`src/rtl/pdn_rail_sequencer.sv`:
```
// Power-up/power-down sequencer for NUM_RAILS supply domains with PG timeout and brown-out shutdown.
// Define PDN_PG_DEBOUNCE_EN to filter each rail_pg bit over DEBOUNCE_CYC consecutive equal samples.
module pdn_rail_sequencer #(
    parameter int NUM_RAILS    = 8,
    parameter int TIMEOUT_CYC  = 1024,
    parameter int SETTLE_CYC   = 16,
    parameter int DEBOUNCE_CYC = 4,
    localparam int IDX_W       = (NUM_RAILS > 1) ? $clog2(NUM_RAILS) : 1
) (
    input  logic                 clk,
    input  logic                 rst,
    input  logic                 on_req,
    input  logic                 clr_fault,
    input  logic [NUM_RAILS-1:0] rail_pg,
    output logic [NUM_RAILS-1:0] rail_en,
    output logic                 pwr_good,
    output logic                 busy,
    output logic                 fault,
    output logic [IDX_W-1:0]     fault_idx
);

    localparam int TMR_MAX = (TIMEOUT_CYC > SETTLE_CYC) ? TIMEOUT_CYC : SETTLE_CYC;
    localparam int TMR_W   = $clog2(TMR_MAX + 1);

    localparam logic [2:0] OFF       = 3'd0;
    localparam logic [2:0] UP_EN     = 3'd1;
    localparam logic [2:0] UP_SETTLE = 3'd2;
    localparam logic [2:0] ON        = 3'd3;
    localparam logic [2:0] DN_DIS    = 3'd4;
    localparam logic [2:0] DN_SETTLE = 3'd5;
    localparam logic [2:0] FAULT     = 3'd6;

    localparam logic [IDX_W-1:0] LAST_IDX = IDX_W'(NUM_RAILS - 1);

    if (NUM_RAILS < 1 || NUM_RAILS > 64 || TIMEOUT_CYC < 1 || SETTLE_CYC < 1 || DEBOUNCE_CYC < 1)
    begin : g_bad_cfg
        $error("pdn_rail_sequencer: illegal parameter combination");
    end

    logic [2:0]           state, state_d;
    logic [IDX_W-1:0]     idx, idx_d;
    logic [TMR_W-1:0]     timer, timer_d, timer_inc;
    logic [NUM_RAILS-1:0] rail_en_d;
    logic [IDX_W-1:0]     fault_idx_d;
    logic [NUM_RAILS-1:0] pg;
    logic [NUM_RAILS-1:0] chk_mask;
    logic [NUM_RAILS-1:0] bad;
    logic [IDX_W-1:0]     bad_idx;

`ifdef PDN_PG_DEBOUNCE_EN
    localparam int DB_W = $clog2(DEBOUNCE_CYC + 1);

    logic [DB_W-1:0]      db_cnt [NUM_RAILS];
    logic [NUM_RAILS-1:0] pg_filt;

    // A bit flips only on the DEBOUNCE_CYC-th consecutive sample that disagrees with it.
    always_ff @(posedge clk or posedge rst) begin
        if (rst) begin
            pg_filt <= '0;
            for (int i = 0; i < NUM_RAILS; i++) db_cnt[i] <= '0;
        end else begin
            for (int i = 0; i < NUM_RAILS; i++) begin
                if (rail_pg[i] == pg_filt[i]) begin
                    db_cnt[i] <= '0;
                end else if (db_cnt[i] == DB_W'(DEBOUNCE_CYC - 1)) begin
                    pg_filt[i] <= rail_pg[i];
                    db_cnt[i]  <= '0;
                end else begin
                    db_cnt[i] <= db_cnt[i] + DB_W'(1);
                end
            end
        end
    end

    assign pg = pg_filt;
`else
    assign pg = rail_pg;
`endif

    // Brown-out watch: every rail in ON, only rails already sequenced below idx otherwise.
    always_comb begin
        chk_mask = '0;
        bad_idx  = '0;
        for (int i = 0; i < NUM_RAILS; i++) begin
            if (state == ON)
                chk_mask[i] = 1'b1;
            else if (state inside {UP_EN, UP_SETTLE, DN_DIS, DN_SETTLE})
                chk_mask[i] = (i < int'(idx));
        end
        bad = chk_mask & ~pg;
        for (int i = NUM_RAILS - 1; i >= 0; i--) begin
            if (bad[i]) bad_idx = IDX_W'(i);
        end
    end

    assign timer_inc = (timer == TMR_W'(TMR_MAX)) ? timer : timer + TMR_W'(1);

    // NOTE: every signal gets a default before the case so no path can infer a latch.
    always_comb begin
        state_d     = state;
        idx_d       = idx;
        timer_d     = timer;
        rail_en_d   = rail_en;
        fault_idx_d = fault_idx;

        case (state)
            OFF: begin
                if (on_req) begin
                    state_d          = UP_EN;
                    idx_d            = '0;
                    timer_d          = '0;
                    rail_en_d[idx_d] = 1'b1;
                end
            end
            UP_EN: begin
                if (|bad) begin
                    state_d     = FAULT;
                    fault_idx_d = bad_idx;
                end else if (!pg[idx] && timer == TMR_W'(TIMEOUT_CYC - 1)) begin
                    state_d     = FAULT;
                    fault_idx_d = idx;
                end else if (!on_req) begin
                    state_d        = DN_DIS;
                    timer_d        = '0;
                    rail_en_d[idx] = 1'b0;
                end else if (pg[idx]) begin
                    state_d = UP_SETTLE;
                    timer_d = '0;
                end else begin
                    timer_d = timer_inc;
                end
            end
            UP_SETTLE: begin
                if (|bad) begin
                    state_d     = FAULT;
                    fault_idx_d = bad_idx;
                end else if (!on_req) begin
                    state_d        = DN_DIS;
                    timer_d        = '0;
                    rail_en_d[idx] = 1'b0;
                end else if (timer == TMR_W'(SETTLE_CYC - 1)) begin
                    timer_d = '0;
                    if (idx == LAST_IDX) begin
                        state_d = ON;
                    end else begin
                        state_d          = UP_EN;
                        idx_d            = idx + IDX_W'(1);
                        rail_en_d[idx_d] = 1'b1;
                    end
                end else begin
                    timer_d = timer_inc;
                end
            end
            ON: begin
                if (|bad) begin
                    state_d     = FAULT;
                    fault_idx_d = bad_idx;
                end else if (!on_req) begin
                    state_d             = DN_DIS;
                    idx_d               = LAST_IDX;
                    timer_d             = '0;
                    rail_en_d[LAST_IDX] = 1'b0;
                end
            end
            DN_DIS: begin
                if (|bad) begin
                    state_d     = FAULT;
                    fault_idx_d = bad_idx;
                end else if (!pg[idx]) begin
                    state_d = DN_SETTLE;
                    timer_d = '0;
                end else if (timer == TMR_W'(TIMEOUT_CYC - 1)) begin
                    state_d     = FAULT;
                    fault_idx_d = idx;
                end else begin
                    timer_d = timer_inc;
                end
            end
            DN_SETTLE: begin
                if (|bad) begin
                    state_d     = FAULT;
                    fault_idx_d = bad_idx;
                end else if (timer == TMR_W'(SETTLE_CYC - 1)) begin
                    timer_d = '0;
                    if (idx == '0) begin
                        state_d = OFF;
                    end else begin
                        state_d          = DN_DIS;
                        idx_d            = idx - IDX_W'(1);
                        rail_en_d[idx_d] = 1'b0;
                    end
                end else begin
                    timer_d = timer_inc;
                end
            end
            FAULT: begin
                if (clr_fault && !on_req) begin
                    state_d     = OFF;
                    idx_d       = '0;
                    timer_d     = '0;
                    fault_idx_d = '0;
                end
            end
            default: begin
                state_d = FAULT;
                idx_d   = '0;
                timer_d = '0;
            end
        endcase

        // Any entry into FAULT drops every rail in the same edge.
        if (state_d == FAULT) rail_en_d = '0;
    end

    // NOTE: sequential state uses non-blocking assignments so all registers update together.
    always_ff @(posedge clk or posedge rst) begin
        if (rst) begin
            state     <= OFF;
            idx       <= '0;
            timer     <= '0;
            rail_en   <= '0;
            pwr_good  <= 1'b0;
            busy      <= 1'b0;
            fault     <= 1'b0;
            fault_idx <= '0;
        end else begin
            state     <= state_d;
            idx       <= idx_d;
            timer     <= timer_d;
            rail_en   <= rail_en_d;
            pwr_good  <= (state_d == ON);
            busy      <= (state_d inside {UP_EN, UP_SETTLE, DN_DIS, DN_SETTLE});
            fault     <= (state_d == FAULT);
            fault_idx <= fault_idx_d;
        end
    end

endmodule

```
`config.mk`:
```
export PLATFORM = sky130hd
export DESIGN_NAME = pdn_rail_sequencer
export DESIGN_NICKNAME = d
export VERILOG_FILES = /design/src/rtl/pdn_rail_sequencer.sv
export SDC_FILE = /design/constraint.sdc
export NUM_CORES = 1
export LEC_CHECK = 0
export ABC_AREA = 1
export CORE_MARGIN = 5
export CORE_UTILIZATION = 58
export CTS_BUF_LIST = sky130_fd_sc_hd__clkbuf_4 sky130_fd_sc_hd__clkbuf_8
export DETAILED_ROUTE_END_ITERATION = 12
export PLACE_DENSITY = 0.84
export SKIP_LAST_GASP = 1
export SYNTH_ARGS = -nofsm -noshare
export SYNTH_HDL_FRONTEND = slang
export SYNTH_SLANG_ARGS = --single-unit
```
`constraint.sdc`:
```
create_clock -name clk -period 5.85 [get_ports clk]
set_input_delay 1.17 -clock clk [delete_from_list [all_inputs] [get_ports clk]]
set_output_delay 1.17 -clock clk [all_outputs]
set_load 0.03 [all_outputs]
```
# After elaboration in Yosys (flattened, before gate mapping)
# Cells that the tools add are included.
[word_totals]
rom_bits = 0
register_bits = 31
ram_bits = 0
output_inout_bits = 14
mem_count = 0
latch_bits = 0
[classes]
mul = 0
n_div = 0
bitwise = 8
eq_ne = 47
n_lt_le_gt_ge = 13
n_shift = 0
reduce_logical = 24
mux = 103
n_addsub = 3
[op_table]
columns = ["cell", "n"]
rows = [
  ["2-to-1 mux 11 bit", 16],
  ["2-to-1 mux 3 bit", 42],
  ["2-to-1 mux 8 bit", 11],
  ["one-hot mux 11 bit (7 select lines)", 1],
  ["AND 8 bit", 3],
  ["inequality test 2 bit, second input constant", 12],
  ["inequality test 3 x 2 -> 1 bit, second input constant", 8],
  ["inverter 8 bit", 3],
  ["AND reduction 12 bit", 2],
  ["2-to-1 mux 1 bit", 22],
  ["equality test 3 bit, second input constant", 7],
  ["one-hot mux 3 bit (7 select lines)", 1],
  ["AND reduction 10 bit", 2],
  ["one-hot mux 3 bit (6 select lines)", 1],
  ["one-hot mux 6 bit (3 select lines)", 1],
  ["nonzero test 4 bit", 4],
  ["equality test 3 x 2 -> 1 bit, second input constant", 4],
  ["< comparator 3 x 4 -> 1 bit, second input constant", 3],
  ["inequality test 3 x 1 -> 1 bit, second input constant", 4],
  ["one-hot mux 3 bit (4 select lines)", 1],
  ["adder 11 x 1 -> 11 bit, second input constant", 1],
  ["equality test 11 x 10 -> 1 bit, second input constant", 1],
  ["equality test 11 bit, second input constant", 1],
  ["equality test 11 x 4 -> 1 bit, second input constant", 1],
  ["other kinds (26)", 46],
]

# Depth between registers and ports, before layout
# Gate-level depths: netlist of the first run.
[logic_depth]
ltp_word = 15
mapped_depth = 19

# Least setup slack after synthesis of the first run
# Ideal clock, no wire load.
[synth_path]
path_kind = "input port to flip-flop"
from = "in on_req"
to = "reg rail_en[5]"
setup_time_ns = 0.113
t_arrival_ns = 2.492
setup_slack_ns = 3.245
stages = 12
path_buffers = 2
required_ns = 5.737
cell_sequence = "inv_1 > clkbuf_1 > nor2_1 > a211oi_1 > o211ai_1 > nor2_1 > nand3_1 > buf_2 > nand2_1 > o21ai_1 > nand2_1 > inv_1"
[synth_between]
elab_chain_cells = 7
word_cells_on_any_way = 28
cone_classes = "eq/ne (10); mux (14); reduce/logical (4)"
[synth_rtl]
columns = ["item", "line_no", "rtl"]
rows = [
  ["from (decl)", "12", "input logic on_req,"],
  ["2-to-1 mux 3 bit or logical NOT 1 bit (tied branches)", "122, 197", ""],
  ["2-to-1 mux 3 bit or logical AND 1 bit (tied branches)", "119, 197", ""],
  ["2-to-1 mux 3 bit (on tied branches)", "116, 197", ""],
  ["one-hot mux 3 bit (7 select lines)", "106", "case (state)"],
  ["equality test 3 bit", "212", "if (state_d == FAULT) rail_en_d = '0;"],
  ["inequality test 4 x 3 -> 1 bit (no source line), or another cell as far along", "--", ""],
  ["AND reduction 10 bit (no source line)", "--", ""],
  ["to (signal assigned)", "230", "rail_en <= rail_en_d;"],
  ["to (decl)", "15", "output logic [NUM_RAILS-1:0] rail_en,"],
]
# Parallel ways exist; a longest one is shown, timed or not. The select of a mux whose other input is x is not followed.
# A chain may end at the register's enable or synchronous reset.

# Final worst setup path of the first run
[layout_path]
from = "in on_req"
to = "reg rail_en[2]"
# The elaborated chain is that of the path after synthesis.

==> results.toml, run 1 <==
[routing]
detail_route.wl_per_cell_um = 14.45
drcViolationCount = 0
wirelength_um = 8294
via_per_inst = 5.566
antenna_left = 0
drt_iter0_markers = 243
dr_total_vias = 3195
drtPass1Iterations = 5

[cells_and_area]
final_cells = 574
seq_area_um2 = 775.7
final_cell_mix = "nand2_1 (146), inv_1 (54), nor2_1 (47)"
drive_gt1_share_pct = 11.90
layout_commonest_cell = "nand2_1"
area_growth_pct = 11.80
nets = 522
antenna_cells = 0
fillCellCount = 520
multi_input_area_um2 = 1989

[job]
cap_viol_max_count = 0

[synthesis]
synth-main-ff-cell = "dfrtp_1"
synth_top_area_share_pct = 25.23
netlist_area_um2 = 3074
syn_inst = 483
synth_sequential_area_ratio_pct = 25.23
synth_area_leaders = "dfrtp_1 (25%), nand2_1 (18%), inv_1 (6.6%)"
synth_area_leader_cell = "dfrtp_1"
synth_cell_types = 43
synthesis.nets = 502
syn_area_per_cell_um2 = 6.365
synth_warnings = 0
ys_ff_latch = 31
ys_async_sr_fraction_pct = 100.0
synth-edff-count = 0

[worst_setup_path]
cp_data_arrival_time_ps = 3730
critPathMaxFanout = 13
path_class = "in2reg"
endpoint_kind = "register"
critPathLaunchType = "input pin"
cp.required_ps = 6030

[timing]
rsz0062_at_grt = "no"
slew_violations = 0
max_freq_mhz = 281.7
period_minus_slack_ps = 3549
fin_skew_ps = 4.198
setup_viol = 0
worst_slack_ps = 2301
max-slew-margin-rel_pct = 59.87
worst_pin_slew_ps = 602.0
tns_ps = 0
hold_violations = 0
period_share_pct = 60.67

[global_route]
grt-ovfl-total = 0
grt_use_total_pct = 24.66
antenna_found_initial = 0
grt_pass1_vias = 3027
grt_max_degree = 32
grt_pass1_wl_um = 14240

[clock_network]
cts-buffers-inserted = 5
cts_max_level = 2
clk_latency_ps = 290
clock_sinks = 31
cts_setup_buffers = 0
path_clk_slew_ps = 70
clock-root-buffer = "clkbuf_8"
cts_max_path_buffers = 2
cts_tree = "done"
cts_resized = 0
postCtsHoldBufs = 0

[die]
pin_count = 26
coreArea_um2 = 5140
die_w_um = 82.81
start_util_pct = 59.81
dieArea_um2 = 6857
rows = 26
die_y_um = 82.81

[place]
place_congestion = 0.9635
dp.cells = 566
hpwlAfterDp_um = 6238
post-place-ws_ps = 2087
io_buffer_count = 25

[pwr]
swShare_pct = 58.29
p_seq_share_pct = 19.7
pwr-share-comb_pct = 69.8
powerDensity_nw_per_um2 = 497.8
pwr-share-clk_pct = 10.4
peakVddDrop_mv = 0.3032
leakagePower_uw = 0.001739
power.total_uw = 1711
p_int_uw = 713.7
p_sw_uw = 997.4

[run_status]
status = "finished, final reports clean"

[min_path]
hold_path_class = "reg2reg"
## worst max-delay path, cell delays in order
cell and delay, ps:
clkdlybuf4s50_1 790, inv_1 330, nor2_2 330, inv_1 180, nor2_1 190, nand2_1 80
nand2_1 70, nor2_1 40, nand3_1 90, nor2_2 70, nor2_4 110, nand2_4 110
nand3_1 100, nand2_1 60
## per-layer routing
metal / vias up / global-route usage (%) / wire [um]
li1: 1604 / - / -
met2: 128 / 38.63 / 3685
met1: 1446 / 33.66 / 3828
met5: - / 0 / 0
met4: 0 / 8.172 / 165
met3: 17 / 5.446 / 615
## final cells by class
class | count | area share [%]
clock buffers | 7 | 2.439
clock inverters | 1 | 0.1456
inverters | 63 | 6.917
multi-input cells | 376 | 57.88
flip-flops and latches | 31 | 22.57
well taps | 70 | 2.548
repair buffers | 26 | 7.499
## through the flow
| step | area (um^2) | hold WS, ps | util (%) |
|---|---|---|---|
| after floorplan | 3074 | 492.9 | - |
| after global placement | 3348 | 468.3 | 65.14 |
| after detailed placement | 3348 | 465.0 | 65.14 |
| after CTS | 3437 | 491.1 | 66.87 |
| after global routing | 3437 | 528.2 | 66.87 |
| final | 3437 | 486.5 | 66.87 |
## synth_stat cells (all sizes together), types with 2 or more instances
cell and instances:
clkinv 2, a21oi 5, inv 61, nor4 3
nand3 44, nand4 14, nor3 15, buf 10
nand2 162, nor2 54, nand3b 4, clkbuf 3
ha 7, o31ai 2, or2 4, o21a 3
a211oi 5, a221oi 2, dfrtp 31, xor2 8
o21ai 37
## kinds of logic (layout without fill, tap and decap cells)
family / Yosys count / after routing / synth area share (%)
simple gates: 300 / 300 / 46.81
xor+xnor: 9 / 9 / 2.564
fa+ha+maj: 7 / 7 / 2.849
compound gates: 60 / 60 / 12.50
buf+inv: 76 / 97 / 10.05
flops: 31 / 31 / 25.23
## state kept, by name, summed over array words and instances, names as in the netlist
| name | count |
|---|---|
| pwr_good | 1 |
| fault_idx | 3 |
| timer | 11 |
| idx | 3 |
| state | 3 |
| fault | 1 |
| busy | 1 |
| rail_en | 8 |
## path summary, 6_finish.rpt
path,startpoint,endpoint,slack (ps),cells past startpoint
hold reg to reg,fault_idx[1],fault_idx[1],490,2
setup / recovery,on_req,rail_en[2],2300,14
hold / removal,fault_idx[1],fault_idx[1],490,2
min in group asynchronous,rst,timer[4],1270,3
setup reg to reg,idx[0],rail_en[2],3040,16
max in group asynchronous,rst,rail_en[1],4280,3
## power groups by stage
stage          clock [uW]  combinational [uW]  sequential, uW
2_1_floorplan           0                 927             341
6_report              179                1190             338
3_5_place_dp            0                1180             340
5_1_grt               190                1330             347
3_3_place_gp            0                1170             340
4_1_cts               180                1180             337
Note: power is estimated with default switching activity, not from simulation.
==> inputs of run 2 (changes only) <==
Clock period 5.85 ns to 3.4 ns, I/O delays scaled along.
==> run 2 against run 1 <==
  * Power rose by 75%
  * Count of clock-buffer cells in the layout unchanged
  * Combinational power rose by 73%
  * Critical endpoint is now rail_en[3]
  * Utilization increased by 0.58 points
  * Largest cell class unchanged
  * Non-clock buffer count rose by 2
==> results.toml, run 2 (synthesis gave the netlist of run 1 again) <==
[timing]
setup_viol = 0
slew_violations = 0
rsz0062_at_grt = "no"
tns_ps = 0
period_minus_slack_ps = 2848
period_share_pct = 83.75
hold_violations = 0
max_freq_mhz = 351.2
max-slew-margin-rel_pct = 56.99
fin_skew_ps = 12.68
worst_pin_slew_ps = 645.1

[global_route]
antenna_found_initial = 0
grt_max_degree = 32
grt_pass1_wl_um = 14010
grt-ovfl-total = 0
grt_use_total_pct = 24.37
grt_pass1_vias = 2894

[routing]
wirelength_um = 8441
drtPass1Iterations = 6
drcViolationCount = 0
via_per_inst = 5.604
antenna_left = 0
dr_total_vias = 3228
detail_route.wl_per_cell_um = 14.65
drt_iter0_markers = 341

[place]
place_congestion = 0.9909
hpwlAfterDp_um = 6298
dp.cells = 568
io_buffer_count = 25

[cells_and_area]
final_cell_mix = "nand2_1 (146), inv_1 (54), nor2_1 (47)"
drive_gt1_share_pct = 12.25
regMostFlops = "timer"
antenna_cells = 0
final_cells = 576
layout_commonest_cell = "nand2_1"
area_growth_pct = 12.78
reg_top3 = "timer: 11 flops, rail_en: 8 flops"
nets = 524
largest_reg_flops = 11

[clock_network]
clk_latency_ps = 290
cts_tree = "done"
cts_setup_buffers = 0
path_clk_slew_ps = 80
cts_max_level = 2
clock_sinks = 31
cts_max_path_buffers = 2
cts_resized = 0
cts-buffers-inserted = 5
postCtsHoldBufs = 0
clock-root-buffer = "clkbuf_8"

[worst_setup_path]
critPathMaxFanout = 20
cp.required_ps = 3580
reg2reg_setup_slack_ps = 550
rr_worst_depth = 12
rr_endpoint = "rail_en[3]"
endpoint_kind = "register"
critPathLaunchType = "register"
r2r-start = "idx[0]"
cp_data_arrival_time_ps = 3030
path_class = "reg2reg"

[die]
die_y_um = 82.81
pin_count = 26
dieArea_um2 = 6857
rows = 26
die_w_um = 82.81
start_util_pct = 59.81
coreArea_um2 = 5140

[pwr]
peakVddDrop_mv = 0.9072
leakagePower_uw = 0.001751
powerDensity_nw_per_um2 = 861.9

[job]
cap_viol_max_count = 0

[min_path]
whs_endpoint = "fault_idx[0]"
min-delay-start = "fault_idx[0]"
hold_path_class = "reg2reg"
holdPathStages = 2

[run_status]
status = "finished, final reports clean"
-- run 2: cell count changes in the layout (fill, tap and decap cells not counted), sizes merged --
cell | previous run | this run
clkinv | 3 | 2
clkinvlp | 0 | 1
buf | 1 | 3
-- run 2: how the worst max path moves through the flow --
stage | cells after the start | slack [ps] | end | from
floorplan | 16 | 1060 | timer[2] | idx[0]
global placement | 16 | 490 | rail_en[6] | rail_pg[3]
CTS | 16 | 580 | rail_en[6] | idx[0]
detailed placement | 16 | 400 | rail_en[6] | rail_pg[7]
global route | 16 | 350 | rail_en[0] | idx[0]
finish | 12 | 550 | rail_en[3] | idx[0]
-- run 2: per-layer routing --
metal	vias to the layer above	GRT usage, %	wire (um)
li1	1613	-	-
met4	0	5.201	86
met1	1474	36.25	3962
met3	9	3.762	649
met2	132	37.32	3742
met5	-	0	0
-- run 2: cell type report --
class                      count  area (um^2)
timing repair buffer          28        272.8
inverter                      63        237.7
multi-input combinational    376         1989
tap                           70        87.58
sequential                    31        775.7
fill                         463         1673
clock inverter                 1        7.507
clock buffer                   7        96.34
-- run 2: power by group --
| part | switching (uW) | internal, uW |
|---|---|---|
| registers | 129 | 458 |
| clock network | 154 | 184 |
| logic | 1450 | 617 |
| total | 1730 | 1260 |
-- run 2: critical path, stage by stage (launching register included) --
cell and delay (ps):
dfrtp_1 760, inv_2 300, ha_1 280, nand2_1 130, nor2_1 90, a211oi_1 190
o211ai_1 170, nor2_1 130, nand3_1 300, nand2_1 170, o21ai_1 90, nand2_1 80
inv_1 40
-- run 2: through the flow --
step | total power, uW | utilization (%) | worst slack (ps) | area [um^2] | hold slack, ps
finish | 2988 | 67.45 | 552.3 | 3467 | 499.5
floorplan | 2182 | - | 1060 | 3074 | 492.9
detailed placement | 2609 | 65.43 | 400.7 | 3363 | 471.5
global placement | 2563 | 65.43 | 489.2 | 3363 | 471.4
global route | 3245 | 67.45 | 350.3 | 3467 | 534.5
CTS | 2964 | 67.45 | 585.0 | 3467 | 497.0
